===== config.mk =====
export PLATFORM = sky130hd
export DESIGN_NAME = load_store_unit
export DESIGN_NICKNAME = d
export VERILOG_FILES = /design/src/rtl/load_store_unit.sv
export SDC_FILE = /design/constraint.sdc
export NUM_CORES = 1
export LEC_CHECK = 0
export ABC_AREA = 1
export CORE_MARGIN = 3
export CORE_UTILIZATION = 40
export DETAILED_ROUTE_END_ITERATION = 10
export GPL_TIMING_DRIVEN = 0
export HOLD_SLACK_MARGIN = 0.02
export PLACE_DENSITY = 0.76
export SETUP_SLACK_MARGIN = 0.1
export SYNTH_ARGS = -nofsm -noshare
export SYNTH_HDL_FRONTEND = slang
export SYNTH_SLANG_ARGS = --single-unit

===== constraint.sdc =====
create_clock -name clk -period 3.51 [get_ports clk]
set_input_delay 0.702 -clock clk [delete_from_list [all_inputs] [get_ports clk]]
set_output_delay 0.702 -clock clk [all_outputs]
set_load 0.02 [all_outputs]

===== src/rtl/load_store_unit.sv =====
`default_nettype none
// ============================================================================
//  Module      : load_store_unit
//  Description : Runs one valid/ready data-bus transaction per load/store.
//                Steers store bytes onto lanes, builds write strobes,
//                extracts and sign/zero-extends load data, and returns a
//                one-cycle done pulse qualified by misaligned / bus_err.
//  Revision    : 1.0  initial release
// ============================================================================
module load_store_unit #(
    parameter int TIMEOUT = 255
) (
    input  logic        clk,
    input  logic        rst,
    input  logic        start,
    input  logic        is_load,
    input  logic        is_store,
    input  logic [2:0]  funct3,
    input  logic [31:0] address,
    input  logic [31:0] store_data,
    output logic        busy,
    output logic        done,
    output logic [31:0] load_result,
    output logic        misaligned,
    output logic        bus_err,
    output logic        mem_valid,
    output logic        mem_we,
    output logic [31:0] mem_addr,
    output logic [31:0] mem_wdata,
    output logic [3:0]  mem_wstrb,
    input  logic        mem_ready,
    input  logic [31:0] mem_rdata
);

    // Counter wide enough to hold TIMEOUT itself.
    localparam int CNT_W = (TIMEOUT < 1) ? 1 : $clog2(TIMEOUT + 1);
    localparam logic [CNT_W-1:0] C_TIMEOUT = CNT_W'(TIMEOUT);
    localparam logic [CNT_W-1:0] C_CNT_ONE = CNT_W'(1);

    // RV32I width codes
    localparam logic [2:0] C_F3_B  = 3'b000;
    localparam logic [2:0] C_F3_H  = 3'b001;
    localparam logic [2:0] C_F3_W  = 3'b010;
    localparam logic [2:0] C_F3_BU = 3'b100;
    localparam logic [2:0] C_F3_HU = 3'b101;

    typedef enum logic [1:0] {
        S_IDLE = 2'd0,
        S_REQ  = 2'd1,
        S_RESP = 2'd2
    } state_t;

    state_t            state_q,       state_d;
    logic [CNT_W-1:0]  cnt_q,         cnt_d;
    logic [1:0]        addr_lo_q,     addr_lo_d;
    logic [2:0]        funct3_q,      funct3_d;
    logic              mem_we_q,      mem_we_d;
    logic [31:0]       mem_addr_q,    mem_addr_d;
    logic [31:0]       mem_wdata_q,   mem_wdata_d;
    logic [3:0]        mem_wstrb_q,   mem_wstrb_d;
    logic [31:0]       load_result_q, load_result_d;
    logic              misaligned_q,  misaligned_d;
    logic              bus_err_q,     bus_err_d;

    logic              w_req_legal;
    logic              w_req_misaligned;
    logic [31:0]       w_wdata;
    logic [3:0]        w_wstrb;
    logic [7:0]        w_rd_byte;
    logic [15:0]       w_rd_half;
    logic [31:0]       w_load_ext;
    logic [CNT_W-1:0]  w_cnt_inc;

    // Request qualification: exactly one direction and a legal width code.
    always_comb begin
        w_req_legal = 1'b0;
        if (is_load && !is_store) begin
            w_req_legal = (funct3 == C_F3_B)  || (funct3 == C_F3_H)  ||
                          (funct3 == C_F3_W)  || (funct3 == C_F3_BU) ||
                          (funct3 == C_F3_HU);
        end else if (is_store && !is_load) begin
            w_req_legal = (funct3 == C_F3_B) || (funct3 == C_F3_H) ||
                          (funct3 == C_F3_W);
        end
    end

    // Alignment and store lane steering; funct3[1:0] encodes the access size.
    always_comb begin
        w_req_misaligned = 1'b0;
        w_wdata          = store_data;
        w_wstrb          = 4'b0000;
        case (funct3[1:0])
            2'b00: begin
                w_wdata = {4{store_data[7:0]}};
                w_wstrb = 4'b0001 << address[1:0];
            end
            2'b01: begin
                w_req_misaligned = address[0];
                w_wdata          = {2{store_data[15:0]}};
                w_wstrb          = address[1] ? 4'b1100 : 4'b0011;
            end
            default: begin
                w_req_misaligned = (address[1:0] != 2'b00);
                w_wdata          = store_data;
                w_wstrb          = 4'b1111;
            end
        endcase
        if (!is_store) begin
            w_wstrb = 4'b0000;
        end
    end

    // Load lane extraction and extension, using the request's latched offset.
    always_comb begin
        case (addr_lo_q)
            2'd0:    w_rd_byte = mem_rdata[7:0];
            2'd1:    w_rd_byte = mem_rdata[15:8];
            2'd2:    w_rd_byte = mem_rdata[23:16];
            default: w_rd_byte = mem_rdata[31:24];
        endcase
        w_rd_half = addr_lo_q[1] ? mem_rdata[31:16] : mem_rdata[15:0];
        case (funct3_q)
            C_F3_B:  w_load_ext = {{24{w_rd_byte[7]}}, w_rd_byte};
            C_F3_H:  w_load_ext = {{16{w_rd_half[15]}}, w_rd_half};
            C_F3_BU: w_load_ext = {24'd0, w_rd_byte};
            C_F3_HU: w_load_ext = {16'd0, w_rd_half};
            default: w_load_ext = mem_rdata;
        endcase
    end

    // Next-state logic. A misaligned request still passes through REQ (with
    // mem_valid held low) so its done pulse lands on the same cycle as a
    // zero-wait aligned access.
    always_comb begin
        state_d       = state_q;
        cnt_d         = cnt_q;
        addr_lo_d     = addr_lo_q;
        funct3_d      = funct3_q;
        mem_we_d      = mem_we_q;
        mem_addr_d    = mem_addr_q;
        mem_wdata_d   = mem_wdata_q;
        mem_wstrb_d   = mem_wstrb_q;
        load_result_d = load_result_q;
        misaligned_d  = misaligned_q;
        bus_err_d     = bus_err_q;
        w_cnt_inc     = cnt_q + C_CNT_ONE;

        case (state_q)
            S_IDLE: begin
                if (start && w_req_legal) begin
                    addr_lo_d    = address[1:0];
                    funct3_d     = funct3;
                    mem_we_d     = is_store;
                    mem_addr_d   = {address[31:2], 2'b00};
                    mem_wdata_d  = w_wdata;
                    mem_wstrb_d  = w_wstrb;
                    misaligned_d = w_req_misaligned;
                    bus_err_d    = 1'b0;
                    cnt_d        = '0;
                    state_d      = S_REQ;
                end
            end
            S_REQ: begin
                if (misaligned_q) begin
                    state_d = S_RESP;
                end else if (mem_ready) begin
                    if (!mem_we_q) begin
                        load_result_d = w_load_ext;
                    end
                    state_d = S_RESP;
                end else begin
                    cnt_d = w_cnt_inc;
                    if (w_cnt_inc == C_TIMEOUT) begin
                        bus_err_d = 1'b1;
                        state_d   = S_RESP;
                    end
                end
            end
            S_RESP: begin
                state_d = S_IDLE;
            end
            default: begin
                state_d = S_IDLE;
            end
        endcase
    end

    // State and request registers; reset abandons any access in flight.
    always_ff @(posedge clk or posedge rst) begin
        if (rst) begin
            state_q       <= S_IDLE;
            cnt_q         <= '0;
            addr_lo_q     <= 2'b00;
            funct3_q      <= 3'b000;
            mem_we_q      <= 1'b0;
            mem_addr_q    <= 32'd0;
            mem_wdata_q   <= 32'd0;
            mem_wstrb_q   <= 4'b0000;
            load_result_q <= 32'd0;
            misaligned_q  <= 1'b0;
            bus_err_q     <= 1'b0;
        end else begin
            state_q       <= state_d;
            cnt_q         <= cnt_d;
            addr_lo_q     <= addr_lo_d;
            funct3_q      <= funct3_d;
            mem_we_q      <= mem_we_d;
            mem_addr_q    <= mem_addr_d;
            mem_wdata_q   <= mem_wdata_d;
            mem_wstrb_q   <= mem_wstrb_d;
            load_result_q <= load_result_d;
            misaligned_q  <= misaligned_d;
            bus_err_q     <= bus_err_d;
        end
    end

    assign busy        = (state_q != S_IDLE);
    assign done        = (state_q == S_RESP);
    assign mem_valid   = (state_q == S_REQ) && !misaligned_q;
    assign mem_we      = mem_we_q;
    assign mem_addr    = mem_addr_q;
    assign mem_wdata   = mem_wdata_q;
    assign mem_wstrb   = mem_wstrb_q;
    assign load_result = load_result_q;
    assign misaligned  = misaligned_q;
    assign bus_err     = bus_err_q;

endmodule
`default_nettype wire


## Yosys cells after proc, flatten, opt, wreduce, memory -nomap -nowiden

Index checks and enable logic that the tools add are counted.

| operators by class | value |
|---|---|
| multiplexer cells | 24 |
| $lt $le $gt $ge | 0 |
| divide/modulo/power cells | 0 |
| shift operators | 1 |
| bitwise operators | 2 |
| add/sub/neg operators | 1 |
| eq/ne operators | 18 |
| $mul | 0 |
| reductions and logical operators | 24 |

Operators by type and width:

| operator | number |
|---|---|
| $pmux W32 S4 | 1 |
| $pmux W32 S2 | 1 |
| $mux W8 | 3 |
| $pmux W8 S3 | 1 |
| $mux W16 | 1 |
| $pmux W8 S2 | 1 |
| $eq A3 B3 Y1 const B | 4 |
| $add A8 B1 Y8 const B | 1 |
| $eq A8 B8 Y1 const B | 1 |
| $mux W2 | 4 |
| $mux W4 | 2 |
| $ne A2 B2 Y1 const B | 4 |
| $pmux W4 S2 | 1 |
| $reduce_and A4 Y1 | 2 |
| $eq A2 B1 Y1 const B | 3 |
| $eq A3 B1 Y1 const B | 2 |
| $logic_not A2 Y1 | 3 |
| $logic_not A3 Y1 | 2 |
| $mux W1 | 6 |
| $reduce_bool A2 Y1 | 3 |
| $reduce_and A5 Y1 | 1 |
| $eq A2 B2 Y1 const B | 2 |
| $logic_and A1 B1 Y1 | 4 |
| $logic_or A1 B1 Y1 | 4 |
| other kinds (8) | 13 |

| storage, ports and cells | value |
|---|---|
| logic and storage cells | 81 |
| register bits after elaboration | 116 |
| output and inout port bits | 106 |
| memories kept | 0 |
| bits in writable memories | 0 |
| memory bits (read-only) | 0 |
| bits in latches | 0 |

## Depth between registers and ports, before layout

Gate-level depths: netlist of the first run.

| logic depth | value |
|---|---|
| depth after elaboration | 9 |
| gate-level depth with buffers | 11 |

## Worst setup path before layout of the first run

OpenSTA, ideal clock, no wires.

| path | value |
|---|---|
| path kind | in2reg |
| from | input funct3[1] |
| to | register mem_addr_q[10] (netlist: mem_addr[10]) |
| arrival time | 1673 ps |
| data required time | 3393 ps |
| buffers on the path | 3 |
| path slack | 1720 ps |
| cell stages on the path | 9 |
| cell sequence | buf_2 -> o21ai_1 -> nand2_1 -> nor2_2 -> inv_2 -> buf_2 -> buf_2 -> nand2_1 -> nand2_1 |

| on the way | value |
|---|---|
| cells in the longest elaborated chain, start to end | 8 |
| elaborated cells between the ends (all ways) | 13 |

RTL lines:

| element | line | text |
|---|---|---|
| start: declaration | 18 | `input logic [2:0] funct3,` |
| $eq A3 B1 Y1 / $logic_not A3 Y1 (equally long branches) | 78, 82 |  |
| $logic_or A1 B1 Y1 (2 in a row) | 78, 82 |  |
| $logic_or A1 B1 Y1 (2 in a row) | 79 | `(funct3 == C_F3_W) \|\| (funct3 == C_F3_BU) \|\|` |
| $mux W1 * | 77 | `if (is_load && !is_store) begin` |
| $logic_and A1 B1 Y1 * | 150 | `if (start && w_req_legal) begin` |
| $reduce_and A2 Y1 (no line) * | n/a |  |
| end signal: assignment | 208 | `mem_addr_q <= mem_addr_d;` |
| end: declaration | 58 | `logic [31:0] mem_addr_q, mem_addr_d;` |

Every way passes the cells marked *; elsewhere a longest branch is shown, timed or not.
A chain may end at the register's enable or synchronous reset.

## Worst setup path after layout of the first run

| path | value |
|---|---|
| from | register state_q[1] |
| to | output mem_valid |

| on the way | value |
|---|---|
| cells in the longest elaborated chain, start to end | 2 |

RTL lines:

| element | line | text |
|---|---|---|
| start: declaration | 53 | `state_t state_q, state_d;` |
| start signal: assignment | 203 | `state_q <= state_d;` |
| $eq A2 B1 Y1 | 219 | `assign mem_valid = (state_q == S_REQ) && !misaligned_q;` |
| $logic_and A1 B1 Y1 | 219 |  |
| end: declaration | 26 | `output logic mem_valid,` |

Every way passes these cells.

==> flow_summary.yaml, run 1 <==
run_status:
  outcome: "complete, no violations"
yosys:
  yosys.area.top_type: "dfrtp_1"
  yosysTopAreaCellShare_pct: 53.8
  ys_types: 32
  seq_area_frac_synth_pct: 53.8
  synth-edff-count: 0
  synth_top_flop_cell: "dfrtp_1"
  synth.ff_latch_count: 116
  ys_warn_count: 0
  syn_area_um2: 5400
  avgSynthCellArea_um2: 8.25
  synthTopCellsByArea: "dfrtp_1, nand2_1, a21oi_1, o21ai_0, nand3_1"
  synth_cells: 654
  ys_async_sr_fraction_pct: 100
timing:
  fin_worst_skew_ns: 0.00522
  fin_crit_sh_pct: 72.5
  worst_pin_slew_ns: 0.632
  rsz0062_at_grt: "no"
  setup_ws_ns: 0.965
  fmax_mhz: 393
  relSlewSlack_pct: 57.7
  fin_tns_setup_ns: 0
  final_hold_viol_count: 0
  setup_viol: 0
  fin_crit_ns: 2.54
  drv_slew: 0
clock_network:
  ctsHoldBuffers: 0
  cts_made_buffers: 17
  post_cts_resized: 0
  htreeDepth: 4
  cts_sinks: 116
  cts_setup_buffers: 0
  clkTransAtPathRegs_ns: 0.06
  clock_latency_ns: 0.42
  cts.path.max_buffers: 2
  cts_tree: "yes"
  cts_root_buf: "clkbuf_16"
critical_path:
  cp_max_fo: 7
  critPathSlowestCell: "clkdlybuf4s50_1"
  start_kind: "flip-flop"
  cp_cell_sequence: "nor2_4 -> inv_2 -> nor2_4 -> clkdlybuf4s50_1"
  cpMostUsedCell: "nor2_4"
  cpPeakStageDelay_ns: 0.62
  crit_arrival_ns: 1.84
  cp_data_required_time_ns: 2.81
  crit_path_end_kind: "output port"
  critical_path_class: "flip-flop to output port"
detailed_routing:
  drtIter0Drc: 522
  routed_wl_mm: 17.1
  wl_met3_mm: 1.50
  route.detailed.drc: 0
  wl_met2_mm: 7.90
  via_per_inst: 5.00
  top_layer: "met4"
  postRouteAntennaNets: 0
  vias: 5349
  wl_per_cell_um: 16.0
  drt-met1-wl_mm: 7.33
  dr.pass1.iters: 5
placement:
  detailed_place_hpwl_mm: 12.6
  dp_slack_ns: 1.01
  place.gp.congestion: 0.880
  io_buffers: 207
finish:
  drive_gt1_share_pct: 7.69
  area_delta_synth_final_pct: 53.9
  n_antenna_cell: 0
  nNetsFinal: 991
  fin_util_pct: 64.5
grt:
  overflow: 0
  grt_first_pass_wirelength_mm: 27.5
  antenna_found_initial: 0
  grt_pass1_vias: 5386
  grt_max_degree: 40
  grt_use_total_pct: 23.9
die:
  io_pins: 211
  start_util_pct: 41.9
  die_w_um: 122
  rows: 41
  dieArea_um2: 14900
  die_y_um: 122
  core_um2: 12900
pwr:
  p_leak_nw: 3.85
  power.density_nw_per_um2: 752
  power.total_mw: 6.24
  irDropWorstVdd_uv: 381
job:
  cap_violations: 0
min_path:
  hold_path_class: "flip-flop to flip-flop"
[cells by family after synthesis]
logic type | Yosys count | share of synthesized area (%)
adder cells (fa/ha/maj) | 2 | 0.464
flip-flops | 116 | 53.8
AO/OA/AOI/OAI | 151 | 15.1
multiplexers | 7 | 1.30
AND/OR/NAND/NOR | 303 | 22.9
buffers and inverters | 74 | 6.31
other | 1 | 0.0695
[cells in the mapped netlist (all sizes together) (2+ instances only)]
cell / instances
nand2: 233
dfrtp: 116
o21ai: 70
a21oi: 58
nand3: 41
inv: 38
nor2: 26
buf: 20
clkbuf: 16
o211ai: 15
mux2i: 7
o22ai: 3
ha: 2
nand4: 2
[area by class of cell]
type	count	area (µm²)
inverters	38	146
repair buffers	210	2130
fillers	1117	4570
multi-input cells	465	2160
plain buffers	36	198
clock buffers	19	443
well taps	172	215
flip-flops and latches	116	2900
clock inverters	13	110
[path summary, 6_finish.rpt]
check	to	slack, ns	depth (start not counted)	startpoint
max	mem_valid	0.97	4	state_q[1]
min	mem_addr[16]	0.47	2	mem_addr[16]
max reg2reg	mem_addr[26]	1.73	8	state_q[1]
min reg2reg	mem_addr[16]	0.47	2	mem_addr[16]
max in group asynchronous	mem_addr[14]	2.25	4	rst
min in group asynchronous	bus_err	0.56	2	rst
[where the power goes]
part	total, mW	switching [mW]	internal, mW
clock network	1.61	0.622	0.984
registers	2.09	0.283	1.80
logic	2.55	1.39	1.16
[worst max-delay path, delay by kind of cell, from the launching register on]
family	cells	cell delay (ns)
buffers and inverters	2	0.69
AND/OR/NAND/NOR	2	0.32
flip-flops	1	0.41
[layer usage]
layer / up-vias / GRT usage (%)
met5: - / 0
met4: 0 / 7.91
met3: 25 / 8.73
met2: 212 / 37.1
met1: 2506 / 31.2
li1: 2606 / -
[placed cells by master (no fill, tap or decap), drive strengths merged, types with 2 or more instances in the layout]
master | synthesis | routed
conb | 1 | 2
clkbuf | 16 | 35
clkdlybuf4s50 | 0 | 207
nand4 | 2 | 2
ha | 2 | 2
buf | 20 | 23
o22ai | 3 | 3
mux2i | 7 | 7
nor2 | 26 | 26
nand2 | 233 | 233
nand3 | 41 | 41
a21oi | 58 | 58
o211ai | 15 | 15
clkinv | 0 | 6
inv | 38 | 38
dfrtp | 116 | 116
o21ai | 70 | 70
clkinvlp | 0 | 6
[registers in the layout (all words and copies together) (netlist names), 2 cells and up]
signal	flops
mem_addr	30
mem_wstrb	4
addr_lo_q	2
cnt_q	8
funct3_q	3
mem_wdata	32
load_result	32
state_q	2
[stage by stage]
step	cell area (µm²)	instances	hold WS (ns)
6_report	8300	1069	0.468
4_1_cts	8300	1069	0.472
3_3_place_gp	7690	1034	0.453
2_1_floorplan	5400	655	0.491
5_1_grt	8300	1069	0.487
3_5_place_dp	7750	1037	0.457
No activity file was read; power rests on OpenSTA's default activity.
==> inputs of run 2 (changes only) <==
==> constraint.sdc (replaced) <==
create_clock -name clk -period 2.2 [get_ports clk]
set_input_delay 0.44 -clock clk [delete_from_list [all_inputs] [get_ports clk]]
set_output_delay 0.44 -clock clk [all_outputs]
set_load 0.02 [all_outputs]
==> flow_summary.yaml, run 2 (synthesized netlist as in run 1, its figures left out) <==
run_status:
  outcome: "complete, no violations"
finish:
  fill_cells: 1118
  fin_util_pct: 64.5
  n_antenna_cell: 0
  mostFrequentLayoutCell: "nand2_1"
  nNetsFinal: 991
  drive_gt1_share_pct: 7.69
  final_cell_mix: "nand2_1, clkdlybuf4s50_1, dfrtp_1, a21oi_1, o21ai_0"
  area_delta_synth_final_pct: 53.9
clock_network:
  cts_root_buf: "clkbuf_16"
  cts_made_buffers: 17
  cts.path.max_buffers: 2
  cts_setup_buffers: 0
  htreeDepth: 4
  cts_sinks: 116
  clkTransAtPathRegs_ns: 0.05
  clock_latency_ns: 0.42
  cts_tree: "yes"
grt:
  grt_use_total_pct: 23.9
  grt_pass1_vias: 5386
  antenna_found_initial: 0
  overflow: 0
  gr-max-usage-layer: "met2"
  grt_max_degree: 40
  met1_usage_pct: 31.2
  grt_first_pass_wirelength_mm: 27.5
  use_met2_pct: 37.1
  use_met3_pct: 8.73
detailed_routing:
  vias: 5349
  wl_per_cell_um: 16.0
  postRouteAntennaNets: 0
  route.detailed.drc: 0
  dr.pass1.iters: 5
  via_per_inst: 5.00
  routed_wl_mm: 17.1
  drtIter0Drc: 522
die:
  die_w_um: 122
  rows: 41
  io_pins: 211
  core_um2: 12900
  dieArea_um2: 14900
  die_y_um: 122
  start_util_pct: 41.9
critical_path:
  critical_path_class: "flip-flop to output port"
  crit_arrival_ns: 1.58
  start_kind: "flip-flop"
  cp_data_required_time_ns: 1.76
  crit_path_end_kind: "output port"
  cp_max_fo: 3
placement:
  place.gp.congestion: 0.880
  detailed_place_hpwl_mm: 12.6
  io_buffers: 207
pwr:
  irDropWorstVdd_uv: 608
  p_leak_nw: 3.85
  power.density_nw_per_um2: 1200
timing:
  fin_crit_sh_pct: 91.7
  drv_slew: 0
  setup_viol: 0
  fin_tns_setup_ns: 0
  final_hold_viol_count: 0
  relSlewSlack_pct: 57.7
  rsz0062_at_grt: "no"
  worst_pin_slew_ns: 0.632
  fin_crit_ns: 2.02
  fmax_mhz: 496
  fin_worst_skew_ns: 0.00522
min_path:
  hold_path_class: "primary input to async pin"
job:
  cap_violations: 0
## run 2: timing repair
action                                  in CTS  in global routing
endpoints found under the setup margin       1                  0
gates resized for setup                      1                  0
hold buffers                                 0                  0
## run 2: where the power goes
part	switching (mW)	internal (mW)	total, mW
logic	2.21	1.85	4.07
clock network	0.992	1.57	2.56
registers	0.452	2.88	3.33
## run 2: critical path: stages, from the launching register on
cell	delay, ns
dfrtp_1	0.40
inv_1	0.07
nor2_1	0.08
clkdlybuf4s50_1	0.61
## run 2: path summary, 6_finish.rpt
check	startpoint	endpoint	slack (ns)	cells after the start
min reg2reg	mem_addr[16]	mem_addr[16]	0.47	2
min	rst	bus_err	0.30	2
max in group asynchronous	rst	mem_addr[14]	1.20	4
min in group clk	funct3[1]	mem_wdata[31]	0.45	3
max reg2reg	state_q[1]	mem_addr[26]	0.42	8
max	state_q[1]	done	0.18	3
## run 2: final cells by class
class                   count  area [µm²]  area share (%)
clock buffers              19         443            5.34
well taps                 172         215            2.59
flip-flops and latches    116        2900            35.0
plain buffers              36         198            2.38
repair buffers            210        2130            25.7
clock inverters            13         110            1.33
inverters                  38         146            1.76
multi-input cells         465        2160            26.0
## run 2: metrics by stage
stage	worst slack, ns	area (µm²)	cells	hold slack (ns)	power [mW]
after floorplan	0.347	5400	655	0.491	5.35
after global placement	-0.822	7690	1034	0.453	7.36
after detailed placement	-0.0358	7750	1037	0.457	7.41
after CTS	0.171	8300	1069	0.298	10.0
after global routing	0.115	8300	1069	0.302	10.6
final	0.182	8300	1069	0.298	9.96
## run 2: metal layers
layer | up-vias | part of all wire [%]
li1 | 2606 | -
met4 | 0 | 2.3
met3 | 25 | 8.8
met2 | 212 | 46
met5 | - | 0
met1 | 2506 | 43
==> inputs of run 3 (changes only) <==
==> constraint.sdc (replaced) <==
create_clock -name clk -period 2.2 [get_ports clk]
set_input_delay 0.44 -clock clk [delete_from_list [all_inputs] [get_ports clk]]
set_output_delay 0.44 -clock clk [all_outputs]
set_load 0.01 [all_outputs]
==> flow_summary.yaml, run 3 (synthesized netlist as in run 1, its figures left out) <==
pwr:
  clockPowerShare_pct: 27.2
  internal_power_mw: 6.30
  power_frac_comb_pct: 37.4
  power.density_nw_per_um2: 1130
  power_frac_seq_pct: 35.3
  p_leak_nw: 3.86
  power.total_mw: 9.42
  irDropWorstVdd_uv: 604
  power_switching_mw: 3.12
  switching_share_pct: 33.1
timing:
  fin_crit_ns: 1.95
  fin_crit_sh_pct: 88.8
  whs_ns: 0.296
  rsz0062_at_grt: "no"
  fin_worst_skew_ns: 0.00490
  worst_pin_slew_ns: 0.642
  drv_slew: 0
  final_hold_viol_count: 0
  setup_viol: 0
  relSlewSlack_pct: 57.1
  fmax_mhz: 512
detailed_routing:
  route.detailed.drc: 0
  postRouteAntennaNets: 0
  routed_wl_mm: 17.2
  dr.pass1.iters: 5
  drtIter0Drc: 500
  via_per_inst: 5.00
  vias: 5349
  wl_per_cell_um: 16.1
critical_path:
  r2r_slack_ns: 0.41
  r2r-start: "state_q[0]"
  cp_data_required_time_ns: 1.76
  crit_path_end_kind: "output port"
  r2r-end: "mem_addr[26]"
  start_kind: "flip-flop"
  critical_path_class: "flip-flop to output port"
  r2r_cells: 8
  crit_arrival_ns: 1.51
  cp_max_fo: 3
grt:
  grt_use_total_pct: 23.9
  overflow: 0
  grt_max_degree: 40
  grt_first_pass_wirelength_mm: 27.5
  grt_pass1_vias: 5392
  antenna_found_initial: 0
clock_network:
  cts_root_buf: "clkbuf_16"
  ctsHoldBuffers: 0
  clock_latency_ns: 0.42
  cts_made_buffers: 17
  cts_tree: "yes"
  cts_sinks: 116
  htreeDepth: 4
  cts.path.max_buffers: 2
  clkTransAtPathRegs_ns: 0.05
die:
  die_w_um: 122
  io_pins: 211
  start_util_pct: 41.9
  dieArea_um2: 14900
  die_y_um: 122
  core_um2: 12900
  rows: 41
placement:
  placed_cells_incl_taps: 1037
  place.gp.congestion: 0.880
  detailed_place_hpwl_mm: 12.6
  io_buffers: 207
finish:
  n_antenna_cell: 0
  nNetsFinal: 992
  drive_gt1_share_pct: 7.80
  final_cell_count_no_fill: 1070
  final_cell_mix: "nand2_1, clkdlybuf4s50_1, dfrtp_1, a21oi_1, o21ai_0"
  area_delta_synth_final_pct: 54.0
  mostFrequentLayoutCell: "nand2_1"
job:
  cap_violations: 0
min_path:
  hold_path_class: "primary input to async pin"
run_status:
  outcome: "complete, no violations"
## run 3: cell count changes in the layout (fill, tap and decap cells not counted), sizes merged
cell  delta
buf      +1
## run 3: final cells by class
type                            instances  area [µm²]
Buffer                                 36         198
Clock buffer                           19         443
Clock inverter                         13         110
Fill cell                            1115        4570
Inverter                               38         146
Multi-Input combinational cell        465        2160
Sequential cell                       116        2900
Tap cell                              172         215
Timing Repair Buffer                  211        2140
## run 3: metal layers
layer,wire length [µm],part of all wire (%),track usage [%]
met1,7440,43,31.2
met2,7910,46,37.2
met3,1450,8.4,8.73
met4,390,2.3,7.91
met5,0,0,0
## run 3: stage by stage
stage	utilization (%)	setup WS [ns]	area, µm²	setup TNS (ns)
after floorplan	-	0.347	5400	0
after global routing	64.5	0.202	8310	0
after detailed placement	60.2	-0.0358	7750	-0.482
after CTS	64.5	0.236	8310	0
after global placement	59.7	-0.822	7690	-94.51
final	64.5	0.246	8310	0
## run 3: power groups by stage
stage / Combinational, mW / Sequential (mW) / Clock (mW)
CTS: 3.55 / 3.33 / 2.59
finish: 3.53 / 3.33 / 2.57
global placement: 3.48 / 3.33 / 0
floorplan: 1.19 / 3.63 / 0
detailed placement: 3.53 / 3.34 / 0
global route: 3.87 / 3.42 / 2.71
## run 3: critical path, stage by stage, from the launching register on
cell and delay, ns:
dfrtp_1 0.40, inv_1 0.07, nor2_1 0.08, clkdlybuf4s50_1 0.54
## run 3: how the worst max path moves through the flow
stage | end | slack, ns | cells past startpoint | start
final | done | 0.25 | 3 | state_q[1]
after global routing | busy | 0.20 | 3 | state_q[1]
after CTS | done | 0.24 | 3 | state_q[1]
after detailed placement | mem_addr[28] | -0.04 | 9 | funct3[2]
after global placement | mem_addr[19] | -0.82 | 2 | rst
after floorplan | addr_lo_q[0] | 0.35 | 1 | rst
## run 3: timing repair
| action | 4_1_cts | 5_1_grt |
|---|---|---|
| gates resized for setup | 1 | 0 |
| setup endpoints to repair | 1 | 0 |
| buffers inserted | 1 | 0 |
